`src/rtl/rfu_wb_arbiter_if.sv`:
```
// Writeback bus between the ALU/load requesters and the register-file write arbiter.
// Optional forwarding-lookup signals exist only when RFU_WB_FWD_EN is defined.
interface rfu_wb_arbiter_if #(
  parameter int DATA_W     = 32,
  parameter int ADDR_W     = 5,
  parameter int FIFO_DEPTH = 2
);
  localparam int CNT_W = $clog2(FIFO_DEPTH) + 1;

  logic              alu_valid;
  logic              alu_ready;
  logic [ADDR_W-1:0] alu_dest;
  logic [DATA_W-1:0] alu_data;
  logic              mem_valid;
  logic              mem_ready;
  logic [ADDR_W-1:0] mem_dest;
  logic [DATA_W-1:0] mem_data;
  logic              rf_we;
  logic [ADDR_W-1:0] rf_waddr;
  logic [DATA_W-1:0] rf_wdata;
  logic [CNT_W-1:0]  q_count;
  logic              busy;
`ifdef RFU_WB_FWD_EN
  logic [ADDR_W-1:0] fwd_raddr;
  logic              fwd_hit;
  logic [DATA_W-1:0] fwd_data;

  modport master (
    output alu_valid, alu_dest, alu_data, mem_valid, mem_dest, mem_data, fwd_raddr,
    input  alu_ready, mem_ready, rf_we, rf_waddr, rf_wdata, q_count, busy, fwd_hit, fwd_data
  );
  modport slave (
    input  alu_valid, alu_dest, alu_data, mem_valid, mem_dest, mem_data, fwd_raddr,
    output alu_ready, mem_ready, rf_we, rf_waddr, rf_wdata, q_count, busy, fwd_hit, fwd_data
  );
`else
  modport master (
    output alu_valid, alu_dest, alu_data, mem_valid, mem_dest, mem_data,
    input  alu_ready, mem_ready, rf_we, rf_waddr, rf_wdata, q_count, busy
  );
  modport slave (
    input  alu_valid, alu_dest, alu_data, mem_valid, mem_dest, mem_data,
    output alu_ready, mem_ready, rf_we, rf_waddr, rf_wdata, q_count, busy
  );
`endif
endinterface

```
`src/rtl/rfu_wb_arbiter.sv`:
```
// Register-file writeback arbiter: unbuffered ALU path vs. queued load returns with anti-starvation.
// Optional macro RFU_WB_FWD_EN adds a combinational forwarding lookup over queue and output stage.
module rfu_wb_arbiter #(
  parameter int DATA_W       = 32,
  parameter int ADDR_W       = 5,
  parameter int FIFO_DEPTH   = 2,
  parameter int STARVE_LIMIT = 3
) (
  input logic            clk,
  input logic            reset,
  rfu_wb_arbiter_if.slave bus
);
  localparam int PTR_W = (FIFO_DEPTH > 1) ? $clog2(FIFO_DEPTH) : 1;
  localparam int CNT_W = $clog2(FIFO_DEPTH) + 1;
  localparam int STV_W = $clog2(STARVE_LIMIT + 1);

  logic [ADDR_W-1:0] dest_mem_r [FIFO_DEPTH];
  logic [DATA_W-1:0] data_mem_r [FIFO_DEPTH];
  logic [PTR_W-1:0]  wr_ptr_r;
  logic [PTR_W-1:0]  rd_ptr_r;
  logic [CNT_W-1:0]  count_r;
  logic [STV_W-1:0]  starve_r;
  logic              rf_we_r;
  logic [ADDR_W-1:0] rf_waddr_r;
  logic [DATA_W-1:0] rf_wdata_r;

  logic              q_nonempty_s;
  logic              q_full_s;
  logic              starved_s;
  logic              q_win_s;
  logic              alu_win_s;
  logic              push_s;
  logic              pop_s;
  logic [ADDR_W-1:0] head_dest_s;
  logic [DATA_W-1:0] head_data_s;

  // Grant decision: queue head wins when alone, when the queue is full or when it has waited too long.
  always_comb begin
    q_nonempty_s = (count_r != {CNT_W{1'b0}});
    q_full_s     = (count_r == CNT_W'(FIFO_DEPTH));
    starved_s    = (starve_r == STV_W'(STARVE_LIMIT));
    head_dest_s  = dest_mem_r[rd_ptr_r];
    head_data_s  = data_mem_r[rd_ptr_r];
    if (q_nonempty_s && bus.alu_valid) begin
      q_win_s = q_full_s || starved_s;
    end else begin
      q_win_s = q_nonempty_s;
    end
    alu_win_s = bus.alu_valid && !q_win_s;
    push_s    = bus.mem_valid && !q_full_s;
    pop_s     = q_win_s;
  end

  assign bus.alu_ready = alu_win_s;
  assign bus.mem_ready = !q_full_s;
  assign bus.q_count   = count_r;
  assign bus.busy      = q_nonempty_s || rf_we_r;
  assign bus.rf_we     = rf_we_r;
  assign bus.rf_waddr  = rf_waddr_r;
  assign bus.rf_wdata  = rf_wdata_r;

  // Load-return queue storage and write pointer.
  always_ff @(posedge clk or negedge reset) begin
    if (!reset) begin
      for (int i = 0; i < FIFO_DEPTH; i++) begin
        dest_mem_r[i] <= {ADDR_W{1'b0}};
        data_mem_r[i] <= {DATA_W{1'b0}};
      end
      wr_ptr_r <= {PTR_W{1'b0}};
    end else if (push_s) begin
      dest_mem_r[wr_ptr_r] <= bus.mem_dest;
      data_mem_r[wr_ptr_r] <= bus.mem_data;
      wr_ptr_r             <= wr_ptr_r + PTR_W'(1);
    end
  end

  // Read pointer and occupancy; a simultaneous push and pop keeps the count.
  always_ff @(posedge clk or negedge reset) begin
    if (!reset) begin
      rd_ptr_r <= {PTR_W{1'b0}};
      count_r  <= {CNT_W{1'b0}};
    end else begin
      if (pop_s) begin
        rd_ptr_r <= rd_ptr_r + PTR_W'(1);
      end
      case ({push_s, pop_s})
        2'b10:   count_r <= count_r + CNT_W'(1);
        2'b01:   count_r <= count_r - CNT_W'(1);
        default: count_r <= count_r;
      endcase
    end
  end

  // Starvation counter: counts ALU wins over a waiting load, saturating.
  always_ff @(posedge clk or negedge reset) begin
    if (!reset) begin
      starve_r <= {STV_W{1'b0}};
    end else if (q_win_s) begin
      starve_r <= {STV_W{1'b0}};
    end else if (alu_win_s && q_nonempty_s && !starved_s) begin
      starve_r <= starve_r + STV_W'(1);
    end
  end

  // Registered write port; x0 destinations are consumed without a write.
  always_ff @(posedge clk or negedge reset) begin
    if (!reset) begin
      rf_we_r    <= 1'b0;
      rf_waddr_r <= {ADDR_W{1'b0}};
      rf_wdata_r <= {DATA_W{1'b0}};
    end else if (q_win_s) begin
      rf_we_r    <= (head_dest_s != {ADDR_W{1'b0}});
      rf_waddr_r <= head_dest_s;
      rf_wdata_r <= head_data_s;
    end else if (alu_win_s) begin
      rf_we_r    <= (bus.alu_dest != {ADDR_W{1'b0}});
      rf_waddr_r <= bus.alu_dest;
      rf_wdata_r <= bus.alu_data;
    end else begin
      rf_we_r    <= 1'b0;
    end
  end

`ifdef RFU_WB_FWD_EN
  logic              fwd_hit_s;
  logic [DATA_W-1:0] fwd_data_s;
  logic [PTR_W-1:0]  fwd_idx_s;

  // Forwarding lookup: scan oldest to newest so the youngest match overrides older ones.
  always_comb begin
    fwd_hit_s  = 1'b0;
    fwd_data_s = {DATA_W{1'b0}};
    fwd_idx_s  = {PTR_W{1'b0}};
    if (rf_we_r && (rf_waddr_r == bus.fwd_raddr)) begin
      fwd_hit_s  = 1'b1;
      fwd_data_s = rf_wdata_r;
    end else begin
      fwd_hit_s  = 1'b0;
    end
    for (int k = 0; k < FIFO_DEPTH; k++) begin
      fwd_idx_s = rd_ptr_r + PTR_W'(k);
      if ((CNT_W'(k) < count_r) && (dest_mem_r[fwd_idx_s] == bus.fwd_raddr)) begin
        fwd_hit_s  = 1'b1;
        fwd_data_s = data_mem_r[fwd_idx_s];
      end else begin
        fwd_hit_s  = fwd_hit_s;
      end
    end
    if (bus.fwd_raddr == {ADDR_W{1'b0}}) begin
      fwd_hit_s  = 1'b0;
      fwd_data_s = {DATA_W{1'b0}};
    end else begin
      fwd_data_s = fwd_data_s;
    end
  end

  assign bus.fwd_hit  = fwd_hit_s;
  assign bus.fwd_data = fwd_data_s;
`endif
endmodule

```
`src/flat_wrapper.sv`:
```
// flat-port wrapper written by rule: the top's interface ports become plain ports
module rfu_wb_arbiter_flat 
#(
  parameter int DATA_W       = 32,
  parameter int ADDR_W       = 5,
  parameter int FIFO_DEPTH   = 2,
  parameter int STARVE_LIMIT = 3
)
  (clk, reset, bus_alu_valid, bus_alu_dest, bus_alu_data, bus_mem_valid, bus_mem_dest, bus_mem_data, bus_alu_ready, bus_mem_ready, bus_rf_we, bus_rf_waddr, bus_rf_wdata, bus_q_count, bus_busy);
  rfu_wb_arbiter_if #(.DATA_W(DATA_W), .ADDR_W(ADDR_W), .FIFO_DEPTH(FIFO_DEPTH)) bus_i ();
  input logic clk;
  input logic reset;
  input wire logic [$bits(bus_i.alu_valid)-1:0] bus_alu_valid;
  input wire logic [$bits(bus_i.alu_dest)-1:0] bus_alu_dest;
  input wire logic [$bits(bus_i.alu_data)-1:0] bus_alu_data;
  input wire logic [$bits(bus_i.mem_valid)-1:0] bus_mem_valid;
  input wire logic [$bits(bus_i.mem_dest)-1:0] bus_mem_dest;
  input wire logic [$bits(bus_i.mem_data)-1:0] bus_mem_data;
  output wire logic [$bits(bus_i.alu_ready)-1:0] bus_alu_ready;
  output wire logic [$bits(bus_i.mem_ready)-1:0] bus_mem_ready;
  output wire logic [$bits(bus_i.rf_we)-1:0] bus_rf_we;
  output wire logic [$bits(bus_i.rf_waddr)-1:0] bus_rf_waddr;
  output wire logic [$bits(bus_i.rf_wdata)-1:0] bus_rf_wdata;
  output wire logic [$bits(bus_i.q_count)-1:0] bus_q_count;
  output wire logic [$bits(bus_i.busy)-1:0] bus_busy;
  assign bus_i.alu_valid = bus_alu_valid;
  assign bus_i.alu_dest = bus_alu_dest;
  assign bus_i.alu_data = bus_alu_data;
  assign bus_i.mem_valid = bus_mem_valid;
  assign bus_i.mem_dest = bus_mem_dest;
  assign bus_i.mem_data = bus_mem_data;
  assign bus_alu_ready = bus_i.alu_ready;
  assign bus_mem_ready = bus_i.mem_ready;
  assign bus_rf_we = bus_i.rf_we;
  assign bus_rf_waddr = bus_i.rf_waddr;
  assign bus_rf_wdata = bus_i.rf_wdata;
  assign bus_q_count = bus_i.q_count;
  assign bus_busy = bus_i.busy;
  rfu_wb_arbiter #(.DATA_W(DATA_W), .ADDR_W(ADDR_W), .FIFO_DEPTH(FIFO_DEPTH), .STARVE_LIMIT(STARVE_LIMIT)) u_core (.clk(clk), .reset(reset), .bus(bus_i));
endmodule
```
`config.mk`:
```
export PLATFORM = sky130hd
export DESIGN_NAME = rfu_wb_arbiter_flat
export DESIGN_NICKNAME = d
export VERILOG_FILES = /design/src/rtl/rfu_wb_arbiter_if.sv /design/src/rtl/rfu_wb_arbiter.sv /design/src/flat_wrapper.sv
export SDC_FILE = /design/constraint.sdc
export NUM_CORES = 1
export LEC_CHECK = 0
export ABC_AREA = 1
export BUFFER_PORTS_ARGS = -buffer_cell sky130_fd_sc_hd__buf_2
export CAP_MARGIN = 20
export CELL_PAD_IN_SITES_DETAIL_PLACEMENT = 2
export CELL_PAD_IN_SITES_GLOBAL_PLACEMENT = 2
export CORE_AREA = 2 2 131 133
export CTS_CLUSTER_DIAMETER = 150
export DETAILED_ROUTE_END_ITERATION = 16
export DIE_AREA = 0 0 133 135
export PLACE_DENSITY_LB_ADDON = 0.1
export SYNTH_ARGS = -nofsm -noshare
export SYNTH_HDL_FRONTEND = slang
export SYNTH_SLANG_ARGS = --single-unit
```
`constraint.sdc`:
```
create_clock -name clk -period 2.8 [get_ports clk]
set_input_delay 0.14 -clock clk [delete_from_list [all_inputs] [get_ports clk]]
set_output_delay 0.14 -clock clk [all_outputs]
set_load 0.05 [all_outputs]
```
==> flow_metrics.py, run 1 <==
metrics = {
    "layout": {
        "stdcell_count": 1040,
        "fin_util": 0.431,
        "finalInstanceArea_um2": 7060,
        "antennaDiodeCount": 0,
        "fillers": 1854,
        "layout_common_cells": "nand2_1 (269), buf_2 (119), dfrtp_1 (117)",
        "drive_above_1_share": 0.229,
        "nets": 887,
        "syn2layout_area_growth_pct": 27.9,
        "layout_commonest_cell": "nand2_1",
    },
    "sta": {
        "max_freq_ghz": 0.443,
        "worst_slack_ps": 545,
        "tightestPinTransition_ps": 1020,
        "rsz0062_at_grt": "false",
        "max_slew_margin": 0.322,
        "fin_crit_ps": 2250,
        "fin_skew_ps": 7.86,
        "setup_viol": 0,
        "fin_tns_setup_ps": 0,
        "period_share": 0.805,
        "hold_violations": 0,
        "drv_slew": 0,
    },
    "floorplan": {
        "start_util": 0.337,
        "pin_count": 121,
        "coreArea_um2": 16400,
        "die_h_um": 135,
        "placementRows": 47,
        "fp.dieArea_um2": 18000,
        "die_w_um": 133,
    },
    "cts": {
        "clkSinkCount": 118,
        "cts_root_buffer": "clkbuf_16",
        "clk_latency_ps": 420,
        "clk_pin_slew_ps": 50,
        "clockBufferDepth": 2,
        "post_cts_resized": 0,
        "cts_buffers": 17,
        "htreeDepth": 4,
        "cts_tree": "yes",
        "hold_buffers": 23,
        "post-cts-setup-buffers": 0,
    },
    "global_route": {
        "grt.overflow.total": 0,
        "grt_pass1_vias": 5790,
        "grt_pass1_wl_mm": 30.3,
        "grt_use_total": 0.217,
        "grtUsageMet1": 0.266,
        "use_met3": 0.0372,
        "antenna_found_initial": 0,
        "grt-busiest-layer": "met2",
        "grt_max_degree": 76,
        "use_met2": 0.393,
    },
    "yosys": {
        "synth_seq_cells": 118,
        "ys_seq_area_frac": 0.535,
        "synthCells": 677,
        "syn_area_per_cell_um2": 8.16,
        "synth_ff_type": "dfrtp_1",
        "ys_types": 25,
        "syn_area_um2": 5520,
        "yosys.area.top_type_share": 0.535,
        "synth_top_cell_by_area": "dfrtp_1",
        "synth-edff-count": 0,
        "ys_async_sr_fraction": 1.00,
        "syn_nets": 757,
        "yosys-top-cells-area": "dfrtp_1 (53%), nand2_1 (18%), inv_1 (4.9%)",
        "ys_warn_count": 0,
    },
    "detailed_routing": {
        "dr.pass1.iters": 4,
        "viasPerCell": 4.88,
        "vias": 5080,
        "ant_nets": 0,
        "drt-total-wl_mm": 18.5,
        "drc": 0,
        "wire_per_inst_um": 17.8,
        "drtIter0Drc": 218,
    },
    "setup_path": {
        "cp.arrival_ps": 2110,
        "start_kind": "register",
        "required_ps": 2660,
        "r2r-end": "u_core.bus.q_count[1]$_DFFE_PN0P_",
        "r2r_slack_ps": 680,
        "reg2reg_depth": 8,
        "worstSetupPathType": "reg2out",
        "endpoint_kind": "output pin",
        "reg2reg_from": "u_core.bus.q_count[0]$_DFFE_PN0P_",
        "cp_max_fo": 17,
    },
    "worst_hold_path": {
        "min_from": "bus_mem_data[0]",
        "hold_depth": 3,
        "hold_end": "u_core.data_mem_r[32]$_DFFE_PN0P_",
        "min_path_type": "in2reg",
    },
    "placed_design": {
        "port_buffers": 120,
        "place_area_um2": 6250,
        "place_inst": 985,
        "dp_slack_ps": 676,
        "gp_congestion": 0.719,
        "dp_hpwl_mm": 11.5,
    },
    "power_and_ir_drop": {
        "leakagePower_nw": 3.77,
        "power.density_nw_per_um2": 1370,
        "peakVddDrop_mv": 0.632,
    },
    "run": {
        "cap_violations": 0,
    },
    "outcome": {
        "outcome": "finished clean",
    },
}
[worst max-delay path: stages (launching register included)]
cell     delay, ps
dfrtp_1        460
nor2_1         310
inv_2           80
nand2_2        310
inv_2          150
nor2_1         120
buf_2          280
[cell usage after synthesis, types with 2 or more instances]
library cell	number
nand2_2	2
o21ai_2	20
buf_2	12
inv_2	4
o21ai_0	47
nand4_1	32
ha_1	2
clkbuf_1	13
nand2_1	270
nor2_1	5
buf_6	8
buf_4	8
o21ai_1	10
dfrtp_1	118
xnor2_1	2
inv_1	72
nand3_1	44
[worst max-delay path by stage]
| stage | endpoint | slack (ps) | cells past startpoint | from |
|---|---|---|---|---|
| floorplan | bus_alu_ready | 620 | 7 | u_core.bus.q_count[0]$_DFFE_PN0P_ |
| global placement | u_core.bus.q_count[1]$_DFFE_PN0P_ | 740 | 8 | u_core.bus.q_count[0]$_DFFE_PN0P_ |
| detailed placement | u_core.bus.q_count[1]$_DFFE_PN0P_ | 680 | 8 | u_core.bus.q_count[0]$_DFFE_PN0P_ |
| CTS | bus_alu_ready | 490 | 6 | u_core.bus.q_count[0]$_DFFE_PN0P_ |
| global route | bus_alu_ready | 360 | 6 | u_core.bus.q_count[0]$_DFFE_PN0P_ |
| finish | bus_alu_ready | 550 | 6 | u_core.bus.q_count[0]$_DFFE_PN0P_ |
[registers in the layout, summed over array words and instances, names as in the netlist]
register,count
u_core.dest_mem_r,10
u_core.wr_ptr_r,1
u_core.data_mem_r,64
u_core.bus.rf_wdata,32
u_core.starve_r,2
u_core.bus.rf_we,1
u_core.bus.rf_waddr,5
u_core.bus.q_count,2
u_core.rd_ptr_r,1
[power by group]
part / switching (W) / internal [W] / total, W
Combinational: 0.00326 / 0.00121 / 0.00447
Clock: 0.000744 / 0.00141 / 0.00216
Sequential: 0.000498 / 0.00257 / 0.00307
Total: 0.00450 / 0.00519 / 0.00969
[per-layer routing]
layer,vias up,wire length (um)
li1,2390,-
met1,2593,8040
met2,80,9730
met3,17,489
met4,0,204
met5,-,0
[kinds of logic (layout without fill, tap and decap cells)]
kind of cell,after synthesis,count (layout),synth area share
buffers and inverters,118,261,0.0995
xor gates and xnor gates,3,3,0.00476
DFF,118,118,0.535
AOI/OAI and AO/OA,78,78,0.0843
and+or+nand+nor,358,358,0.272
adders and majority gates,2,2,0.00453
[per-stage QoR]
step / total power [W] / hold slack, ps
floorplan: 0.00631 / -156
global placement: 0.00732 / 95.5
detailed placement: 0.00755 / 100
CTS: 0.00983 / 0.482
finish: 0.00969 / 8.14
global route: 0.0104 / 7.05
[area by class of cell]
cell class | instances | area (um2) | area share
flip-flops and latches | 118 | 2950 | 0.418
inverters | 76 | 285 | 0.0404
repair buffers | 153 | 933 | 0.132
clock buffers | 31 | 558 | 0.0790
multi-input cells | 441 | 2030 | 0.287
clock inverters | 1 | 30.0 | 0.00425
well taps | 220 | 275 | 0.0390
(Power assumes the default switching activity.)
==> run 2: changes to the inputs <==
--- a/config.mk
+++ b/config.mk
@@ -10,10 +10,10 @@
 export CAP_MARGIN = 20
 export CELL_PAD_IN_SITES_DETAIL_PLACEMENT = 2
 export CELL_PAD_IN_SITES_GLOBAL_PLACEMENT = 2
-export CORE_AREA = 2 2 131 133
+export CORE_AREA = 2 2 137 139
 export CTS_CLUSTER_DIAMETER = 150
 export DETAILED_ROUTE_END_ITERATION = 16
-export DIE_AREA = 0 0 133 135
+export DIE_AREA = 0 0 139 141
 export PLACE_DENSITY_LB_ADDON = 0.1
 export SYNTH_ARGS = -nofsm -noshare
 export SYNTH_HDL_FRONTEND = slang
==> constraint.sdc (replaced) <==
create_clock -name clk -period 2.2 [get_ports clk]
set_input_delay 0.11 -clock clk [delete_from_list [all_inputs] [get_ports clk]]
set_output_delay 0.11 -clock clk [all_outputs]
set_load 0.05 [all_outputs]
==> run 2 against run 1 <==
Utilization down 3.0 points. Count of clock-buffer cells in the layout shrank 2. Largest cell class unchanged. Die area increased by 9.2%. Power increased by 27%. Global-route usage fell by 2.0 points. Sequential share of layout area fell by 1.5 points. Setup slack worse by 300 ps.
==> flow_metrics.py, run 2 (same netlist as run 1, synthesis figures left out) <==
metrics = {
    "detailed_routing": {
        "drtIter0Drc": 231,
        "ant_nets": 0,
        "viasPerCell": 4.74,
        "vias": 5110,
        "dr.pass1.iters": 4,
        "drt-total-wl_mm": 18.3,
        "wire_per_inst_um": 16.9,
        "drc": 0,
    },
    "layout": {
        "antennaDiodeCount": 0,
        "nets": 913,
        "drive_above_1_share": 0.232,
        "final-seq-area_um2": 2950,
        "largest_reg_flops": 64,
        "layout_commonest_cell": "nand2_1",
        "finalInstanceArea_um2": 7320,
        "syn2layout_area_growth_pct": 32.6,
        "top_register": "u_core.data_mem_r",
        "fillers": 2098,
        "layout_common_cells": "nand2_1 (269), buf_2 (119), dfrtp_1 (117)",
        "multiInputGateArea_um2": 2030,
    },
    "sta": {
        "worst_slack_ps": 245,
        "drv_slew": 0,
        "hold_violations": 0,
        "fin_skew_ps": 8.58,
        "holdWs_ps": 11.4,
        "tightestPinTransition_ps": 605,
        "rsz0062_at_grt": "false",
        "fin_tns_setup_ps": 0,
        "max_slew_margin": 0.597,
        "max_freq_ghz": 0.512,
        "fin_crit_ps": 1950,
        "setup_viol": 0,
        "period_share": 0.888,
    },
    "setup_path": {
        "cp_max_fo": 7,
        "reg2reg_from": "u_core.bus.q_count[0]$_DFFE_PN0P_",
        "path_cells": "nor2_1 > inv_2 > nand2_2 > inv_2 > nor2_1 > buf_2",
        "start_kind": "register",
        "cpMaxStageDelayCell": "dfrtp_1",
        "r2r_slack_ps": 390,
        "reg2reg_depth": 7,
        "cp.arrival_ps": 1840,
        "worstSetupPathType": "reg2out",
        "endpoint_kind": "output pin",
        "critical-path-max-stage-delay_ps": 450,
        "r2r-end": "u_core.bus.rf_wdata[9]$_DFFE_PN0P_",
        "required_ps": 2090,
    },
    "placed_design": {
        "port_buffers": 120,
        "gp_congestion": 0.721,
        "dp_slack_ps": 352,
        "dp_hpwl_mm": 11.9,
        "place_area_um2": 6330,
    },
    "worst_hold_path": {
        "hold_depth": 5,
        "hold_end": "u_core.bus.rf_wdata[14]$_DFFE_PN0P_",
        "min_path_type": "in2reg",
        "min_from": "bus_alu_data[14]",
    },
    "floorplan": {
        "coreArea_um2": 18300,
        "pin_count": 121,
        "die_h_um": 141,
        "placementRows": 50,
        "die_w_um": 139,
        "start_util": 0.302,
        "fp.dieArea_um2": 19600,
    },
    "power_and_ir_drop": {
        "peakVddDrop_mv": 0.655,
        "totalPowerFinal_w": 0.0123,
        "power_frac_seq": 0.318,
        "power.density_nw_per_um2": 1680,
        "sw_frac_of_total": 0.465,
        "clock_power_share": 0.214,
        "p_sw_w": 0.00572,
        "internal_power_w": 0.00658,
        "p_comb_frac": 0.468,
        "leakagePower_nw": 3.88,
    },
    "outcome": {
        "outcome": "finished clean",
    },
    "cts": {
        "post_cts_resized": 0,
        "cts_buffers": 17,
        "htreeDepth": 4,
        "cts_tree": "yes",
        "clk_pin_slew_ps": 60,
        "clk_latency_ps": 420,
        "clockBufferDepth": 2,
        "clkSinkCount": 118,
        "cts_root_buffer": "clkbuf_16",
    },
    "global_route": {
        "antenna_found_initial": 0,
        "grt_pass1_vias": 5787,
        "grt.overflow.total": 0,
        "grt_use_total": 0.197,
        "grt_max_degree": 61,
        "grt_pass1_wl_mm": 30.4,
    },
    "run": {
        "cap_violations": 0,
    },
}
[run 2: cell types whose count changed in the layout (fill, tap and decap cells not counted)]
cell	delta
buf_4	+4
clkinv_2	+2
clkbuf_1	-2
inv_1	-1
buf_12	+2
inv_2	+1
bufinv_16	-1
dlygate4sd3_1	+20
[run 2: area by class of cell]
type | count | area share
tap | 234 | 0.0400
timing repair buffer | 179 | 0.164
multi-input combinational | 441 | 0.277
clock inverter | 2 | 0.00137
inverter | 76 | 0.0389
sequential | 118 | 0.403
clock buffer | 29 | 0.0752
[run 2: critical path, delay by kind of cell (launching register included)]
| family | cells | cell delay, ps |
|---|---|---|
| simple gates | 3 | 530 |
| flops | 1 | 450 |
| buf+inv | 3 | 440 |
[run 2: per-stage QoR]
step           cells   util
6_report        1079  0.401
5_1_grt         1079  0.401
4_1_cts         1079  0.401
3_5_place_dp    1005  0.347
3_3_place_gp    1005  0.347
2_1_floorplan    677      -
[run 2: timing repair]
item	4_1_cts	5_1_grt
hold buffers	43	0
setup buffers	0	0
hold endpoints to repair	97	0
[run 2: power groups by stage]
stage	registers [W]	logic (W)	clock network (W)
6_report	0.00391	0.00575	0.00264
5_1_grt	0.00405	0.00644	0.00279
4_1_cts	0.00393	0.00589	0.00270
3_5_place_dp	0.00395	0.00578	0
3_3_place_gp	0.00386	0.00556	0
2_1_floorplan	0.00506	0.00297	0
[run 2: how the worst max path moves through the flow]
stage                                      startpoint  depth (start not counted)  slack (ps)                            endpoint
floorplan           u_core.bus.q_count[0]$_DFFE_PN0P_                         10          50   u_core.bus.q_count[1]$_DFFE_PN0P_
global route        u_core.bus.q_count[0]$_DFFE_PN0P_                          6          80                       bus_alu_ready
finish              u_core.bus.q_count[0]$_DFFE_PN0P_                          6         250                       bus_alu_ready
global placement    u_core.bus.q_count[0]$_DFFE_PN0P_                          8         480   u_core.bus.q_count[1]$_DFFE_PN0P_
CTS                 u_core.bus.q_count[0]$_DFFE_PN0P_                          6         210                       bus_alu_ready
detailed placement  u_core.bus.q_count[0]$_DFFE_PN0P_                          7         350  u_core.bus.rf_wdata[5]$_DFFE_PN0P_
[run 2: layer usage]
layer  up-vias  wire length [um]  GRT usage
met2        93              9500      0.358
met5         -                 0          0
met3        16               527     0.0340
li1       2442                 -          -
met1      2559              8030      0.243
met4         0               229     0.0542
==> run 3: changes to the inputs <==
--- a/config.mk
+++ b/config.mk
@@ -10,10 +10,11 @@
 export CAP_MARGIN = 20
 export CELL_PAD_IN_SITES_DETAIL_PLACEMENT = 2
 export CELL_PAD_IN_SITES_GLOBAL_PLACEMENT = 2
-export CORE_AREA = 2 2 137 139
+export CORE_AREA = 2 2 135 137
+export CTS_BUF_LIST = sky130_fd_sc_hd__clkbuf_2 sky130_fd_sc_hd__clkbuf_4 sky130_fd_sc_hd__clkbuf_8
 export CTS_CLUSTER_DIAMETER = 150
 export DETAILED_ROUTE_END_ITERATION = 16
-export DIE_AREA = 0 0 139 141
+export DIE_AREA = 0 0 137 139
 export PLACE_DENSITY_LB_ADDON = 0.1
 export SYNTH_ARGS = -nofsm -noshare
 export SYNTH_HDL_FRONTEND = slang
==> run 3 against run 2 <==
Fmax down 5.0%. Largest power group unchanged. Power down 7.2%. Clock skew up 4.5 ps. First-iteration DRC count down 10%. Setup slack worse by 100 ps. Sequential power about the same. Critical path depth down 1. Register-to-register slack about the same. Count of clock-buffer cells in the layout down 4.
==> flow_metrics.py, run 3 (same netlist as run 1, synthesis figures left out) <==
metrics = {
    "floorplan": {
        "start_util": 0.313,
        "fp.dieArea_um2": 19000,
        "coreArea_um2": 17700,
        "pin_count": 121,
        "die_h_um": 139,
        "placementRows": 49,
        "die_w_um": 137,
    },
    "layout": {
        "layout_commonest_cell": "nand2_1",
        "nets": 945,
        "stdcell_count": 1100,
        "syn2layout_area_growth_pct": 34.1,
        "fillers": 2026,
        "top_register": "u_core.data_mem_r",
        "multiInputGateArea_um2": 2030,
        "drive_above_1_share": 0.222,
        "antennaDiodeCount": 0,
        "final-seq-area_um2": 2950,
        "layout_common_cells": "nand2_1 (269), buf_2 (119), dfrtp_1 (117)",
        "fin_util": 0.419,
        "largest_reg_flops": 64,
    },
    "detailed_routing": {
        "dr.pass1.iters": 4,
        "drt-total-wl_mm": 19.0,
        "wire_per_inst_um": 17.2,
        "drc": 0,
        "ant_nets": 0,
        "vias": 5262,
        "viasPerCell": 4.78,
        "drtIter0Drc": 208,
    },
    "setup_path": {
        "critical-path-max-stage-delay_ps": 470,
        "required_ps": 2090,
        "cp_max_fo": 18,
        "path_cells": "nor2_2 > inv_2 > buf_4 > or2_2 > buf_2",
        "r2r_slack_ps": 400,
        "path_delay_family": "simple AND/OR/NAND/NOR gates",
        "start_kind": "register",
        "endpoint_kind": "output pin",
        "cpMaxStageDelayCell": "dfrtp_1",
        "worstSetupPathType": "reg2out",
        "crit_buf_inv": 3,
        "cp.arrival_ps": 1950,
    },
    "sta": {
        "fin_tns_setup_ps": 0,
        "max_slew_margin": 0.613,
        "setup_viol": 0,
        "max_freq_ghz": 0.486,
        "hold_violations": 0,
        "drv_slew": 0,
        "rsz0062_at_grt": "false",
        "worst_slack_ps": 144,
        "tightestPinTransition_ps": 581,
        "fin_crit_ps": 2060,
        "period_share": 0.935,
        "fin_skew_ps": 13.0,
    },
    "cts": {
        "clk_pin_slew_ps": 70,
        "htreeDepth": 4,
        "cts_buffers": 17,
        "clkSinkCount": 118,
        "cts_tree": "yes",
        "clockBufferDepth": 2,
        "cts_root_buffer": "clkbuf_8",
        "clk_latency_ps": 440,
    },
    "power_and_ir_drop": {
        "power.density_nw_per_um2": 1540,
        "peakVddDrop_mv": 1.00,
        "leakagePower_nw": 3.90,
        "p_sw_w": 0.00560,
        "power_frac_seq": 0.341,
        "p_comb_frac": 0.511,
        "totalPowerFinal_w": 0.0114,
        "internal_power_w": 0.00582,
        "sw_frac_of_total": 0.490,
        "clock_power_share": 0.148,
    },
    "placed_design": {
        "port_buffers": 120,
        "dp_hpwl_mm": 11.4,
        "gp_congestion": 0.726,
        "dp_slack_ps": 399,
        "place_inst": 998,
    },
    "global_route": {
        "grt.overflow.total": 0,
        "grt_pass1_wl_mm": 31.2,
        "grt_max_degree": 76,
        "antenna_found_initial": 0,
        "grt_pass1_vias": 6086,
        "grt_use_total": 0.212,
    },
    "run": {
        "cap_violations": 0,
    },
    "outcome": {
        "outcome": "finished clean",
    },
    "worst_hold_path": {
        "min_path_type": "in2async",
    },
}
## run 3: path summary, 6_finish.rpt
| path | from | to | cells after the start |
|---|---|---|---|
| setup / recovery | u_core.bus.q_count[0]$_DFFE_PN0P_ | bus_busy | 5 |
| hold / removal | reset | u_core.bus.rf_wdata[5]$_DFFE_PN0P_ | 2 |
| setup reg to reg | u_core.starve_r[0]$_DFFE_PN0P_ | u_core.bus.rf_wdata[23]$_DFFE_PN0P_ | 7 |
| hold reg to reg | u_core.bus.rf_wdata[31]$_DFFE_PN0P_ | u_core.bus.rf_wdata[31]$_DFFE_PN0P_ | 2 |
| max in group asynchronous | reset | u_core.data_mem_r[45]$_DFFE_PN0P_ | 3 |
| min in group clk | bus_mem_data[28] | u_core.data_mem_r[60]$_DFFE_PN0P_ | 4 |
## run 3: power by group through the flow
stage | registers [W] | clock network (W) | logic (W)
4_1_cts | 0.00388 | 0.00174 | 0.00592
6_report | 0.00389 | 0.00168 | 0.00584
3_3_place_gp | 0.00381 | 0 | 0.00556
2_1_floorplan | 0.00506 | 0 | 0.00297
5_1_grt | 0.00402 | 0.00185 | 0.00653
3_5_place_dp | 0.00390 | 0 | 0.00579
## run 3: what timing repair did
| item | 4_1_cts | 5_1_grt |
|---|---|---|
| endpoints found under the setup margin | 0 | 1 |
| setup buffers | 0 | 0 |
| hold buffers | 77 | 0 |
| gates resized for setup | 0 | 1 |
| hold endpoints to repair | 151 | 0 |
## run 3: area by class of cell
type	count	area share
flip-flops and latches	118	0.399
multi-input cells	441	0.274
repair buffers	211	0.208
clock buffers	25	0.0414
well taps	229	0.0387
inverters	76	0.0385
## run 3: metal layers
layer  track usage  wire length [um]  vias to the layer above
met3        0.0442               575                       16
met5             0                 0                        -
li1              -                 -                     2496
met2         0.384             10100                       99
met4        0.0483               193                        0
met1         0.254              8100                     2651
## run 3: worst reg2reg max path: stages (launching register included)
cell	delay, ps
dfrtp_1	410
ha_1	210
nand3b_1	200
nand2_2	100
buf_4	440
nand2_1	100
nand3_1	130
nand2_1	90
## run 3: stage by stage
stage          hold WS, ps  instance area [um2]
2_1_floorplan         -186                 5520
6_report               214                 7400
4_1_cts                213                 7400
3_5_place_dp           162                 6320
3_3_place_gp           145                 6320
5_1_grt                235                 7400
